===== config.mk =====
export PLATFORM = sky130hd
export DESIGN_NAME = uart_rx_frame
export DESIGN_NICKNAME = d
export VERILOG_FILES = /design/src/rtl/uart_rx_frame.sv
export SDC_FILE = /design/constraint.sdc
export NUM_CORES = 1
export LEC_CHECK = 0
export BUFFER_PORTS_ARGS = -buffer_cell sky130_fd_sc_hd__buf_2
export CAP_MARGIN = 15
export CORE_ASPECT_RATIO = 0.8
export CORE_MARGIN = 3
export CORE_UTILIZATION = 27
export CTS_BUF_LIST = sky130_fd_sc_hd__clkbuf_4 sky130_fd_sc_hd__clkbuf_8 sky130_fd_sc_hd__clkbuf_16
export DETAILED_ROUTE_END_ITERATION = 6
export HOLD_SLACK_MARGIN = 0.05
export REMOVE_ABC_BUFFERS = 1
export SETUP_SLACK_MARGIN = 0.4
export SKIP_CTS_REPAIR_TIMING = 1
export SLEW_MARGIN = 20
export SYNTH_ARGS = -nofsm -noshare
export SYNTH_HDL_FRONTEND = slang
export SYNTH_SLANG_ARGS = --single-unit

===== constraint.sdc =====
create_clock -name clk -period 2.6 [get_ports clk]
set_input_delay 0.39 -clock clk [delete_from_list [all_inputs] [get_ports clk]]
set_output_delay 0.39 -clock clk [all_outputs]
set_load 0.01 [all_outputs]

===== src/rtl/uart_rx_frame.sv =====
`default_nettype none
// ============================================================================
// Module   : uart_rx_frame
// Brief    : UART receiver packing NUM_WORDS characters into one frame,
//            presented through a single valid/ready output register.
// Revision : 1.0 - initial release
// ============================================================================
module uart_rx_frame #(
    parameter int CLOCKS_PER_PULSE = 33,
    parameter int BITS_PER_WORD    = 8,
    parameter int NUM_WORDS        = 2
) (
    input  logic                                 clk,
    input  logic                                 rstn,
    input  logic                                 rx,
    output logic [NUM_WORDS*BITS_PER_WORD-1:0]   m_data,
    output logic                                 m_valid,
    input  logic                                 m_ready,
    output logic                                 frame_err,
    output logic                                 overflow
);

    localparam int c_FW = NUM_WORDS * BITS_PER_WORD;
    localparam int c_CW = (CLOCKS_PER_PULSE > 1) ? $clog2(CLOCKS_PER_PULSE) : 1;
    localparam int c_BW = (BITS_PER_WORD > 1) ? $clog2(BITS_PER_WORD) : 1;
    localparam int c_WW = (NUM_WORDS > 1) ? $clog2(NUM_WORDS) : 1;

    localparam logic [c_CW-1:0] c_CYC_LAST  = c_CW'(CLOCKS_PER_PULSE - 1);
    localparam logic [c_CW-1:0] c_CYC_HALF  = c_CW'(CLOCKS_PER_PULSE / 2 - 1);
    localparam logic [c_BW-1:0] c_BIT_LAST  = c_BW'(BITS_PER_WORD - 1);
    localparam logic [c_WW-1:0] c_WORD_LAST = c_WW'(NUM_WORDS - 1);

    typedef enum logic [1:0] {
        S_IDLE  = 2'd0,
        S_START = 2'd1,
        S_DATA  = 2'd2,
        S_STOP  = 2'd3
    } state_t;

    state_t                   r_state;
    state_t                   w_state_nx;
    logic                     r_sync1;
    logic                     r_sync2;
    logic [c_CW-1:0]          r_cyc;
    logic [c_CW-1:0]          w_cyc_nx;
    logic [c_BW-1:0]          r_bit;
    logic [c_BW-1:0]          w_bit_nx;
    logic                     w_shift_en;
    logic                     w_stop_good;
    logic                     w_stop_bad;
    logic [BITS_PER_WORD-1:0] r_shift;
    logic [c_WW-1:0]          r_word_cnt;
    logic [c_FW-1:0]          r_asm;
    logic [c_FW-1:0]          w_asm_nx;
    logic                     w_frame_done;
    logic                     w_out_free;

    always_ff @(posedge clk or negedge rstn) begin
        if (!rstn) begin
            r_sync1 <= 1'b1;
            r_sync2 <= 1'b1;
        end else begin
            r_sync1 <= rx;
            r_sync2 <= r_sync1;
        end
    end

    always_ff @(posedge clk or negedge rstn) begin
        if (!rstn) begin
            r_state <= S_IDLE;
            r_cyc   <= '0;
            r_bit   <= '0;
        end else begin
            r_state <= w_state_nx;
            r_cyc   <= w_cyc_nx;
            r_bit   <= w_bit_nx;
        end
    end

    // Sampling is purely counter-driven once a start is seen, so edges on
    // the line mid-character never restart it.
    always_comb begin
        w_state_nx  = r_state;
        w_cyc_nx    = r_cyc + 1'b1;
        w_bit_nx    = r_bit;
        w_shift_en  = 1'b0;
        w_stop_good = 1'b0;
        w_stop_bad  = 1'b0;
        case (r_state)
            S_IDLE: begin
                w_cyc_nx = '0;
                if (!r_sync2) begin
                    w_state_nx = S_START;
                end
            end
            S_START: begin
                if (r_cyc == c_CYC_HALF) begin
                    w_cyc_nx   = '0;
                    w_state_nx = r_sync2 ? S_IDLE : S_DATA;
                end
            end
            S_DATA: begin
                if (r_cyc == c_CYC_LAST) begin
                    w_cyc_nx   = '0;
                    w_shift_en = 1'b1;
                    if (r_bit == c_BIT_LAST) begin
                        w_bit_nx   = '0;
                        w_state_nx = S_STOP;
                    end else begin
                        w_bit_nx = r_bit + 1'b1;
                    end
                end
            end
            S_STOP: begin
                if (r_cyc == c_CYC_LAST) begin
                    w_cyc_nx    = '0;
                    w_state_nx  = S_IDLE;
                    w_stop_good = r_sync2;
                    w_stop_bad  = ~r_sync2;
                end
            end
            default: begin
                w_state_nx = S_IDLE;
            end
        endcase
    end

    // Assembly register with the just-received character dropped into its slot.
    always_comb begin
        w_asm_nx = r_asm;
        for (int i = 0; i < NUM_WORDS; i++) begin
            if (r_word_cnt == c_WW'(i)) begin
                w_asm_nx[i*BITS_PER_WORD +: BITS_PER_WORD] = r_shift;
            end
        end
    end

    assign w_frame_done = w_stop_good && (r_word_cnt == c_WORD_LAST);
    assign w_out_free   = ~m_valid | m_ready;

    always_ff @(posedge clk or negedge rstn) begin
        if (!rstn) begin
            r_shift    <= '0;
            r_word_cnt <= '0;
            r_asm      <= '0;
            m_data     <= '0;
            m_valid    <= 1'b0;
            frame_err  <= 1'b0;
            overflow   <= 1'b0;
        end else begin
            frame_err <= w_stop_bad;
            overflow  <= w_frame_done & ~w_out_free;

            if (w_shift_en) begin
                r_shift <= {r_sync2, r_shift[BITS_PER_WORD-1:1]};
            end

            if (w_stop_bad) begin
                r_word_cnt <= '0;
            end else if (w_stop_good) begin
                r_asm      <= w_asm_nx;
                r_word_cnt <= w_frame_done ? '0 : r_word_cnt + 1'b1;
            end

            if (m_valid && m_ready) begin
                m_valid <= 1'b0;
            end
            if (w_frame_done && w_out_free) begin
                m_data  <= w_asm_nx;
                m_valid <= 1'b1;
            end
        end
    end

endmodule
`default_nettype wire

* After elaboration in Yosys (flattened, before gate mapping)
Cells that the tools add are included.
** Storage, ports and cells
- Bits in registers :: 57
- Input port bits :: 4
- Output and inout port bits :: 19
** Cells by class
- Add/subtract/negate cells :: 3
- Bitwise logic cells :: 6
- Eq/ne operators :: 11
- Reduce and logical (&&, ||, !) cells :: 10
- Multiplexer cells :: 24
** Operators with widths (number)
- $pmux W6 S3 :: 1
- $mux W8 :: 2
- $mux W2 :: 6
- $mux W6 :: 2
- $mux W1 :: 11
- $ne A2 B2 Y1 const B :: 5
- $pmux W2 S4 :: 1
- $add A6 B1 Y6 const B :: 1
- $eq A6 B4 Y1 const B :: 1
- $eq A6 B6 Y1 const B :: 1
- $reduce_and A5 Y1 :: 1
- $eq A2 B2 Y1 const B :: 2
- $not A1 Y1 :: 4
- $reduce_and A2 Y1 :: 2
- $reduce_bool A2 Y1 :: 2
- $add A3 B1 Y3 const B :: 1
- $eq A3 B3 Y1 const B :: 1
- $logic_and A1 B1 Y1 :: 3
- $mux W3 :: 1
- $eq A2 B1 Y1 const B :: 1
- $logic_not A2 Y1 :: 1
- $reduce_or A2 Y1 :: 1
- $add A1 B1 Y1 const B :: 1
- $and A1 B1 Y1 :: 1
- $or A1 B1 Y1 :: 1

* Logic depth before layout (Yosys ltp)
Gate-level depths: netlist of the first run.
- Word-level depth :: 7
- Depth in mapped cells :: 8

* Least setup slack after synthesis of the first run
No wires, ideal clock.
- Path kind :: register to register
- Start :: register r_cyc[0]
- End :: register m_data[0]
- Path buffers :: 2
- Path slack :: 0.537 ns
- Clock period less this slack :: 2.063 ns
- Stages on the path, launching flop included :: 9
- Arrival time :: 1.938 ns
- Cell sequence :: dfrtp_1 inv_1 ha_1 nand3b_1 or4_4 nand2b_4 buf_6 buf_6 mux2_4
** On the way
- Longest elaborated chain between the ends :: 5
** RTL lines
- start, declared :: line 44 : logic [c_CW-1:0] r_cyc;
- start signal, assigned :: line 75 : r_cyc <= w_cyc_nx;
- $eq A6 B6 Y1 :: line 115 : if (r_cyc == c_CYC_LAST) begin
- $mux W1 :: line 115
- $mux W1 :: line 89 : case (r_state)
- $logic_and A1 B1 Y1 :: line 138 : assign w_frame_done = w_stop_good && (r_word_cnt == c_WORD_LAST);
- $logic_and A1 B1 Y1 :: line 168 : if (w_frame_done && w_out_free) begin
- end signal, assigned :: line 169 : m_data <= w_asm_nx;
- end, declared :: line 16 : output logic [NUM_WORDS*BITS_PER_WORD-1:0] m_data,
Every way passes these cells.
A chain may end at the register's enable or synchronous reset.

* Worst setup path in the final report of the first run
- Start :: register r_cyc[0]
- End :: register m_data[5]
The elaborated chain is that of the path after synthesis.

==> results of run 1 <==
## cells by family (layout without fill, tap and decap cells)
logic type | Yosys count | after routing | synth area share (%)
muxes | 34 | 34 | 20.8
buffers and inverters | 9 | 37 | 2.53
AOI/OAI and AO/OA | 11 | 11 | 3.83
and+or+nand+nor | 29 | 29 | 8.89
xor gates and xnor gates | 2 | 2 | 0.865
adders and majority gates | 4 | 4 | 2.47
DFF | 49 | 49 | 60.7
## sequential cells by signal (all words and copies together) (netlist names), named ones only
signal      count
frame_err       1
m_data         16
m_valid         1
overflow        1
r_asm           8
r_bit           3
r_cyc           6
r_shift         8
r_state         1
r_sync1         1
r_sync2         1
r_word_cnt      1
## metal layers
layer	track usage [%]	up-vias
met5	0	-
met4	3.53	0
met3	2.26	5
met2	9.79	20
met1	11.9	540
li1	-	539
## path summary, 6_finish.rpt
check                      slack, ns        end  cells past startpoint
max in group asynchronous       1.94  m_data[4]                      2
setup / recovery                0.48  m_data[5]                      6
hold / removal                  0.06    m_valid                      1
setup reg to reg                0.48  m_data[5]                      6
hold reg to reg                 0.36    r_sync2                      0
min in group clk                0.20    r_sync1                      1
## metrics by stage
stage	utilization (%)	std cells	hold slack [ns]
final	32.8	253	0.0568
after global routing	32.8	253	0.0965
after CTS	32.6	251	0.0748
after detailed placement	31.3	243	0.348
after global placement	31.3	243	0.347
after floorplan	-	132	0.0944
## area by class of cell
class	count	area, um2
tap	87	109
clock buffer	8	91.3
multi-input combinational	80	746
fill	698	4770
timing repair buffer	26	140
sequential	49	1230
inverter	3	11.3
## critical path, cell delays in order, from the launching register on
cell and delay, ns:
sky130_fd_sc_hd__dfrtp_1 0.41, sky130_fd_sc_hd__inv_1 0.07, sky130_fd_sc_hd__ha_1 0.15, sky130_fd_sc_hd__nand3b_1 0.15, sky130_fd_sc_hd__or4_4 0.58, sky130_fd_sc_hd__nand2b_4 0.29
sky130_fd_sc_hd__mux2_4 0.35
## power by group
| group | internal [mW] | total (mW) | switching [mW] |
|---|---|---|---|
| registers | 0.783 | 0.808 | 0.0252 |
| logic | 0.0367 | 0.0788 | 0.0421 |
| clock network | 0.223 | 0.449 | 0.226 |
| total | 1.04 | 1.34 | 0.293 |
## Yosys cell counts, drive strengths merged, types with 3 or more instances
cell | n | area share, %
dfrtp | 47 | 58
mux2 | 34 | 21
nor2 | 9 | 1.7
buf | 4 | 1.6
ha | 4 | 2.5
nand2 | 4 | 0.74
inv | 3 | 0.56
==> results by stage, run 1 <==
Outcome:
- The flow ran to the end, and the final reports show no timing, DRC or antenna violations.

Placement:
- In this run the cell area measured after placement is 0.00222 mm2.
- The placer's final routability congestion estimate is 0.802.
- The half-perimeter wire length after placement is 2210 um.
- The worst-case setup slack after placement is 0.353 ns.
- The count of buffers from port buffering is 22.

Synthesis:
- The flop and latch count out of synthesis is 49.
- The commonest register cell after synthesis is sky130_fd_sc_hd__dfrtp_1.
- The sequential cell area fraction in the yosys report is 60.7%.
- The number of distinct library cells after synthesis is 36.
- The cell count after synthesis is 138.
- After synthesis, the share of flip-flops with an asynchronous set or reset is 100%.
- The number of synthesized flops with an enable pin is 0.
- Yosys printed 0 warnings.
- The post-synthesis instance area is 0.00203 mm2.
- The synthesized area per cell is 14.7 um2.

Power and ir drop:
- Across the VDD grid, the largest voltage drop is 0.000197 V.
- The reported leakage power is 1.26 nW.
- Total power for the finished layout comes to 1.34 mW.
- Dividing total power by cell area gives a power density of 574 mW/mm2.

Timing:
- Counting I/O delays and the setup requirement, the final critical path takes 2.12 ns.
- After layout, the worst setup slack is 0.482 ns.
- The final total negative setup slack is 0 ns.
- Clock skew on the completed layout was measured at 0.00615 ns.
- Setup violations remaining at the end of the flow were counted as 0.
- Setup repair after global routing could not meet its margin everywhere.
- The count of endpoints failing hold in the final timing report came to 0.
- Static timing analysis puts the maximum clock frequency at 472 MHz.
- At the pin with the least slew margin, the transition time is 0.527 ns.
- The share of the cycle needed by the critical path after routing is 81.5%.
- The final count of pins violating max slew came to 0.
- The relative slew slack is 64.8%.

Detailed routing:
- The total wire length after detailed routing is 3140 um.
- The total DRC errors in the routed layout is 0.
- The number of DRC markers after the initial detailed-route iteration is 37.
- The first-pass iteration count of the detailed router is 4.
- After detailed routing, the met2 layer carries 1220 um of wire.
- In this run the remaining antenna-violating nets after routing total 0.
- In the final routed layout, each cell accounts on average for 12.4 um.
- In the final routing, the length of wire on met1 measures 1740 um.
- Using the TritonRoute via totals, the vias-per-cell ratio works out to 4.36.
- The via count is 1104.
- After detailed routing, the met3 layer carries 132 um of wire.
- The uppermost layer routed is met4.

Finish:
- Leaving out fill and tap cells, the most frequent cell in the layout is sky130_fd_sc_hd__dfrtp_1.
- After the last flow step, the layout net total stands at 173.
- The share of cells above drive strength 1 is 45.2%.
- Summing all non-filler instances in the final layout gives an area of 0.00233 mm2.
- The count of antenna diodes in the layout is 0.
- The layout overhead on the synthesized area is 14.8%.
- The top cell types in the final layout, fill and taps aside, are sky130_fd_sc_hd__dfrtp_1 (47), sky130_fd_sc_hd__mux2_2 (24), sky130_fd_sc_hd__buf_2 (22), sky130_fd_sc_hd__mux2_4 (10), sky130_fd_sc_hd__nor2_1 (9).

CTS:
- The clock-pin slew of the registers on the worst-case setup and hold paths is 0.08 ns.
- Clock tree synthesis inserted a total of 5 buffers.
- The clock net in this run drives a total of 49 sinks.
- The CTS tree is done.
- The clock tree synthesis step divided the H-tree into 2 levels.
- The root buffer cell is sky130_fd_sc_hd__clkbuf_8.
- At the later pin of the worst-skew pair, clock insertion delay measures 0.29 ns.
- The clock passes through at most 2 buffers.

Critical path:
- The data arrival time at the worst-slack endpoint is 2.29 ns.
- The critical path starts at r_cyc[0].
- STA classifies the critical path endpoint as a register.
- The startpoint-to-endpoint class of the critical path is reg2reg.
- The worst register-to-register path begins at r_cyc[0].
- Along the worst path, the maximum fanout reaches 16.
- Data on the critical path is required at its endpoint by 2.78 ns.
- STA classifies the critical path startpoint as a register.

Floorplan:
- The die extent in x is 103 um.
- For this configuration, the core starts out at a cell density of 28.6%.
- Row generation in the floorplan step produced 27 rows.
- 23 I/O pins were placed.
- After floorplanning, the core was sized to cover 0.00709 mm2.
- The full die area is 0.00858 mm2.
- The vertical extent of the die is 83.5 um.

Run:
- Across the run, the number of max-cap violations was 0.

Global routing:
- Entering global routing, the biggest net connects 24 pins.
- The number of antenna violations at the first check in global routing is 0.
- The wire length of the first global-routing pass is 5250 um.
- The number of global-route vias before repair came to 1107.
- The global routing usage summed across all routing layers is 7.74%.
- Global routing finished with a remaining overflow of 0.

Worst hold path:
- The tightest min-delay check is of the in2async type.
Note: power is estimated with default switching activity, not from simulation.
==> inputs of run 2 (changes only) <==
Settings changed: ABC_AREA set to 1.
Clock period 2.6 ns to 2.2 ns, I/O delays scaled along.
==> run 2 against run 1 <==
Effect of this change: cell count grew 81%; sequential power grew 41%; wire length grew 83%; first-iteration DRC count grew to 4.0 times the previous value; global-route usage grew 3.0 points; worst hold slack gained 0.056 ns; clock power grew to 3.3 times the previous value; synthesized cell count grew 120%; utilization grew 3.9 points; clock skew grew 0.00075 ns; via count grew 89%; cell area grew 44%; largest power group is now clock; highest routed layer unchanged.
==> results by stage, run 2 <==
Global routing:
- The number of global-route vias before repair is 1912 (was 1107).
- The pin count of the biggest net entering global routing is 38 (was 24).
- The global routing usage summed across all routing layers is 10.7% (was 7.74%).
- The overall overflow remaining after global route is 0 (unchanged).
- The wire length of the first global-routing pass came to 9050 um (was 5250 um).
- The number of antenna violations at the first check in global routing came to 0 (unchanged).

Critical path:
- The kind of cell adding the most delay to the critical path is simple AND/OR/NAND/NOR gates (unchanged).
- The register-to-register path setup slack is 0.45 ns (was 0.48 ns).
- The worst path required time is 2.46 ns (was 2.78 ns).
- The delay of the slowest cell on the worst path came to 0.40 ns (was 0.58 ns).
- The worst reg2reg path endpoint was m_data[14] (was m_data[5]).
- The startpoint-to-endpoint class of the critical path is reg2reg (unchanged).
- The kind of capture point of the worst setup path is a register (unchanged).
- The data arrival time at the worst-slack endpoint was 2.00 ns (was 2.29 ns).
- The startpoint kind of the worst setup timing path was a register (unchanged).
- The critical-path maximum fanout is 10 (was 16).
- The worst-case reg-to-reg path depth is 10 (was 6).
- The startpoint of the lowest-slack register-to-register path is r_cyc[0] (unchanged).
- The number of buffers and inverters on the critical path is 4 (was 1).
- Critical path cell sequence: inv_1, ha_2, nand2_2, inv_2, nand3_4, nor3_4, buf_6, buf_12, nand4_1, nand2_1 (was inv_1, ha_1, nand3b_1, or4_4, nand2b_4, mux2_4).
- The critical path's slowest cell is sky130_fd_sc_hd__dfrtp_1 (was sky130_fd_sc_hd__or4_4).

Floorplan:
- The vertical extent of the die is 92.9 um (was 83.5 um).
- The full die area came to 0.0106 mm2 (was 0.00858 mm2).
- The number of core rows was 31 (was 27).
- The effective utilization at floorplan is 27.9% (was 28.6%).
- The placeable core region is 0.00911 mm2 (was 0.00709 mm2).
- The top-level I/O count is 23 (unchanged).
- The die extent in x is 115 um (was 103 um).

Timing:
- RSZ-0062 raised after global routing: yes (unchanged).
- The count of endpoints failing hold in the final timing report is 0 (unchanged).
- The final count of pins violating max slew is 0 (unchanged).
- The post-layout minimum cycle time was 1.75 ns (was 2.12 ns).
- The final total negative setup slack is 0 ns (unchanged).
- The setup violation total in the final timing report is 0 (unchanged).
- The setup clock skew after layout was 0.00690 ns (was 0.00615 ns).
- The relative slew slack is 55.9% (was 64.8%).
- The worst setup slack after layout is 0.453 ns (was 0.482 ns).
- The share of the cycle needed by the critical path after routing was 79.4% (was 81.5%).
- The peak clock frequency supported by timing came to 572 MHz (was 472 MHz).
- The slew at the pin with the worst max-slew slack was 0.661 ns (was 0.527 ns).

Synthesis:
- The post-synthesis instance area is 0.00255 mm2 (was 0.00203 mm2).
- The synthesis warning total is 0 (unchanged).
- The fraction of synthesized area in multiplexers is 0% (was 20.8%).
- The proportion of synthesized flip-flops having asynchronous set or reset is 100% (unchanged).
- The fraction of synthesized cell area taken by the top area cell type is 54.1% (was 58.1%).
- The synthesized area per cell is 8.49 um2 (was 14.7 um2).
- The cell type contributing the most total cell area after synthesis was sky130_fd_sc_hd__dfrtp_1 (unchanged).
- The cell count after synthesis is 300 (was 138).
- The number of distinct library cells after synthesis came to 22 (was 36).
- The number of synthesized flops with an enable pin is 0 (unchanged).
- Cell types with the highest counts after synthesis: sky130_fd_sc_hd__nand2_1 (108), sky130_fd_sc_hd__dfrtp_1 (55), sky130_fd_sc_hd__inv_1 (35), sky130_fd_sc_hd__o21ai_0 (35), sky130_fd_sc_hd__nand4_1 (20) (was sky130_fd_sc_hd__dfrtp_1 (47), sky130_fd_sc_hd__mux2_2 (24), sky130_fd_sc_hd__mux2_4 (10)).
- The main combinational cell family by area after synthesis is simple AND/OR/NAND/NOR gates (was multiplexers).
- The sequential cell area fraction in the yosys report came to 56.1% (was 60.7%).
- The adder-cell area share of the yosys netlist came to 1.97% (was 2.47%).
- The commonest register cell after synthesis is sky130_fd_sc_hd__dfrtp_1 (unchanged).
- The basic-gate share of the synthesized area counting and, or, nand and nor cells was 25.8% (was 8.89%).
- The leading cell type by number of instances after synthesis was sky130_fd_sc_hd__nand2_1 (was sky130_fd_sc_hd__dfrtp_1).
- The fraction of the mapped netlist area in compound gates is 7.76% (was 3.83%).
- The xor/xnor cell area share of the yosys netlist is 1.03% (was 0.865%).
- The flop and latch count out of synthesis is 57 (was 49).
- Leading post-synthesis cells by cell area: sky130_fd_sc_hd__dfrtp_1 (54%), sky130_fd_sc_hd__nand2_1 (16%), sky130_fd_sc_hd__o21ai_0 (6.9%) (was sky130_fd_sc_hd__dfrtp_1 (58%), sky130_fd_sc_hd__mux2_2 (13%), sky130_fd_sc_hd__mux2_4 (7.4%)).

Worst hold path:
- The path class of the lowest-slack min-delay path is in2reg (was in2async).
- The worst hold path terminates at r_sync1.
- The hold path startpoint is rx.
- Along the worst hold path, the cell count comes to 1.

Detailed routing:
- The total DRC errors in the routed layout came to 0 (unchanged).
- The average wire per cell in the routed design is 12.5 um (was 12.4 um).
- The number of DRC markers after the initial detailed-route iteration is 149 (was 37).
- The total wire length after detailed routing is 5750 um (was 3140 um).
- The sum of routed wire segments on met1 came to 2740 um (was 1740 um).
- The first-pass iteration count of the detailed router is 4 (unchanged).
- The uppermost layer routed is met4 (unchanged).
- The via count was 2092 (was 1104).
- The routed length on met2 is 2650 um (was 1220 um).
- The via density per instance is 4.56 (was 4.36).
- The antenna violation net count after detailed routing is 0 (unchanged).
- The wire length on met3 came to 334 um (was 132 um).

Power and ir drop:
- The reported leakage power is 1.69 nW (was 1.26 nW).
- The maximum vdd ir drop came to 0.000453 V (was 0.000197 V).
- The total power is 2.90 mW (was 1.34 mW).
- The power per cell area is 868 mW/mm2 (was 574 mW/mm2).

Finish:
- The count of antenna diodes in the layout is 0 (unchanged).
- The utilization after layout is 36.7% (was 32.8%).
- The share of cells above drive strength 1 is 21.2% (was 45.2%).
- Leading cell types in the layout, fill and taps excluded: sky130_fd_sc_hd__nand2_1 (98), sky130_fd_sc_hd__dfrtp_1 (55), sky130_fd_sc_hd__inv_1 (35), sky130_fd_sc_hd__o21ai_0 (34), sky130_fd_sc_hd__buf_2 (22) (was sky130_fd_sc_hd__dfrtp_1 (47), sky130_fd_sc_hd__mux2_2 (24), sky130_fd_sc_hd__buf_2 (22), sky130_fd_sc_hd__mux2_4 (10), sky130_fd_sc_hd__nor2_1 (9)).
- The most common cell after layout, fill and taps aside is sky130_fd_sc_hd__nand2_1 (was sky130_fd_sc_hd__dfrtp_1).
- Biggest registers after layout: m_data: 16 flops, r_asm: 16 flops, r_shift: 8 flops (was m_data: 16 flops, r_asm: 8 flops, r_shift: 8 flops).
- The number of nets in the layout is 347 (was 173).
- The post-route cell area is 0.00334 mm2 (was 0.00233 mm2).
- The layout overhead on the synthesized area is 31.2% (was 14.8%).

Placement:
- The count of buffers from port buffering is 22 (unchanged).
- The worst-case setup slack after placement is 0.493 ns (was 0.353 ns).
- The placer's final routability congestion estimate is 0.784 (was 0.802).
- The placed instance area is 0.00281 mm2 (was 0.00222 mm2).
- The half-perimeter wire length after placement came to 3370 um (was 2210 um).

Run:
- The number of max-capacitance violations reported came to 0 (unchanged).

CTS:
- The clock-pin slew of the registers on the worst-case setup and hold paths came to 0.05 ns (was 0.08 ns).
- The count of clock tree sinks is 57 (was 49).
- The number of buffers created by CTS is 9 (was 5).
- The CTS tree is done (unchanged).
- The H-tree depth is 3 (was 2).
- The root buffer cell was sky130_fd_sc_hd__clkbuf_16 (was sky130_fd_sc_hd__clkbuf_8).
- The clock insertion delay at the later pin of the skew report is 0.32 ns (was 0.29 ns).
- The maximum clock path buffer count is 2 (unchanged).

Outcome:
- Status: complete, no violations (unchanged).
## run 2: cell count changes after synthesis, sizes merged, moves of 3 or more
cell,delta
o21ai,+35
mux2,-34
nor3,+3
nand4,+20
clkbuf,+5
nand2,+104
dfrtp,+8
inv,+32
nand3,+5
## run 2: cell families (layout without fill, tap and decap cells)
family / after synthesis / after routing
and+or+nand+nor: 149 / 151
DFF: 57 / 57
xor gates and xnor gates: 3 / 3
AOI/OAI and AO/OA: 39 / 39
buffers and inverters: 48 / 90
adders and majority gates: 4 / 4
## run 2: final cells by class
cell class	instances	area, um2
fillers	882	5770
clock buffers	10	233
inverters	36	135
clock inverters	6	82.6
flip-flops and latches	57	1430
well taps	115	144
multi-input cells	197	1000
repair buffers	38	317
## run 2: routing by layer
metal / track usage (%) / up-vias
met3: 4.64 / 2
met5: 0 / -
li1: - / 1047
met1: 14.6 / 992
met2: 15.6 / 51
met4: 2.77 / 0
## run 2: report_power, final
| part | internal, mW | switching [mW] |
|---|---|---|
| Clock | 0.995 | 0.467 |
| Combinational | 0.0995 | 0.193 |
| Sequential | 1.10 | 0.0463 |
## run 2: metrics by stage
stage | cells | hold WS, ns
final | 459 | 0.112
after global routing | 459 | 0.101
after CTS | 448 | -0.0129
after detailed placement | 432 | 0.333
after global placement | 432 | 0.328
after floorplan | 288 | 0.0344
## run 2: how the worst max path moves through the flow
stage / start / to / slack [ns] / cells after the start
after global routing: r_cyc[0] / m_data[14] / 0.31 / 10
after floorplan: r_cyc[0] / m_data[0] / 0.003 / 9
after CTS: r_cyc[0] / m_data[0] / 0.47 / 9
final: r_cyc[0] / m_data[14] / 0.45 / 10
after detailed placement: r_cyc[0] / m_data[0] / 0.49 / 9
after global placement: r_cyc[0] / m_data[6] / 0.54 / 9
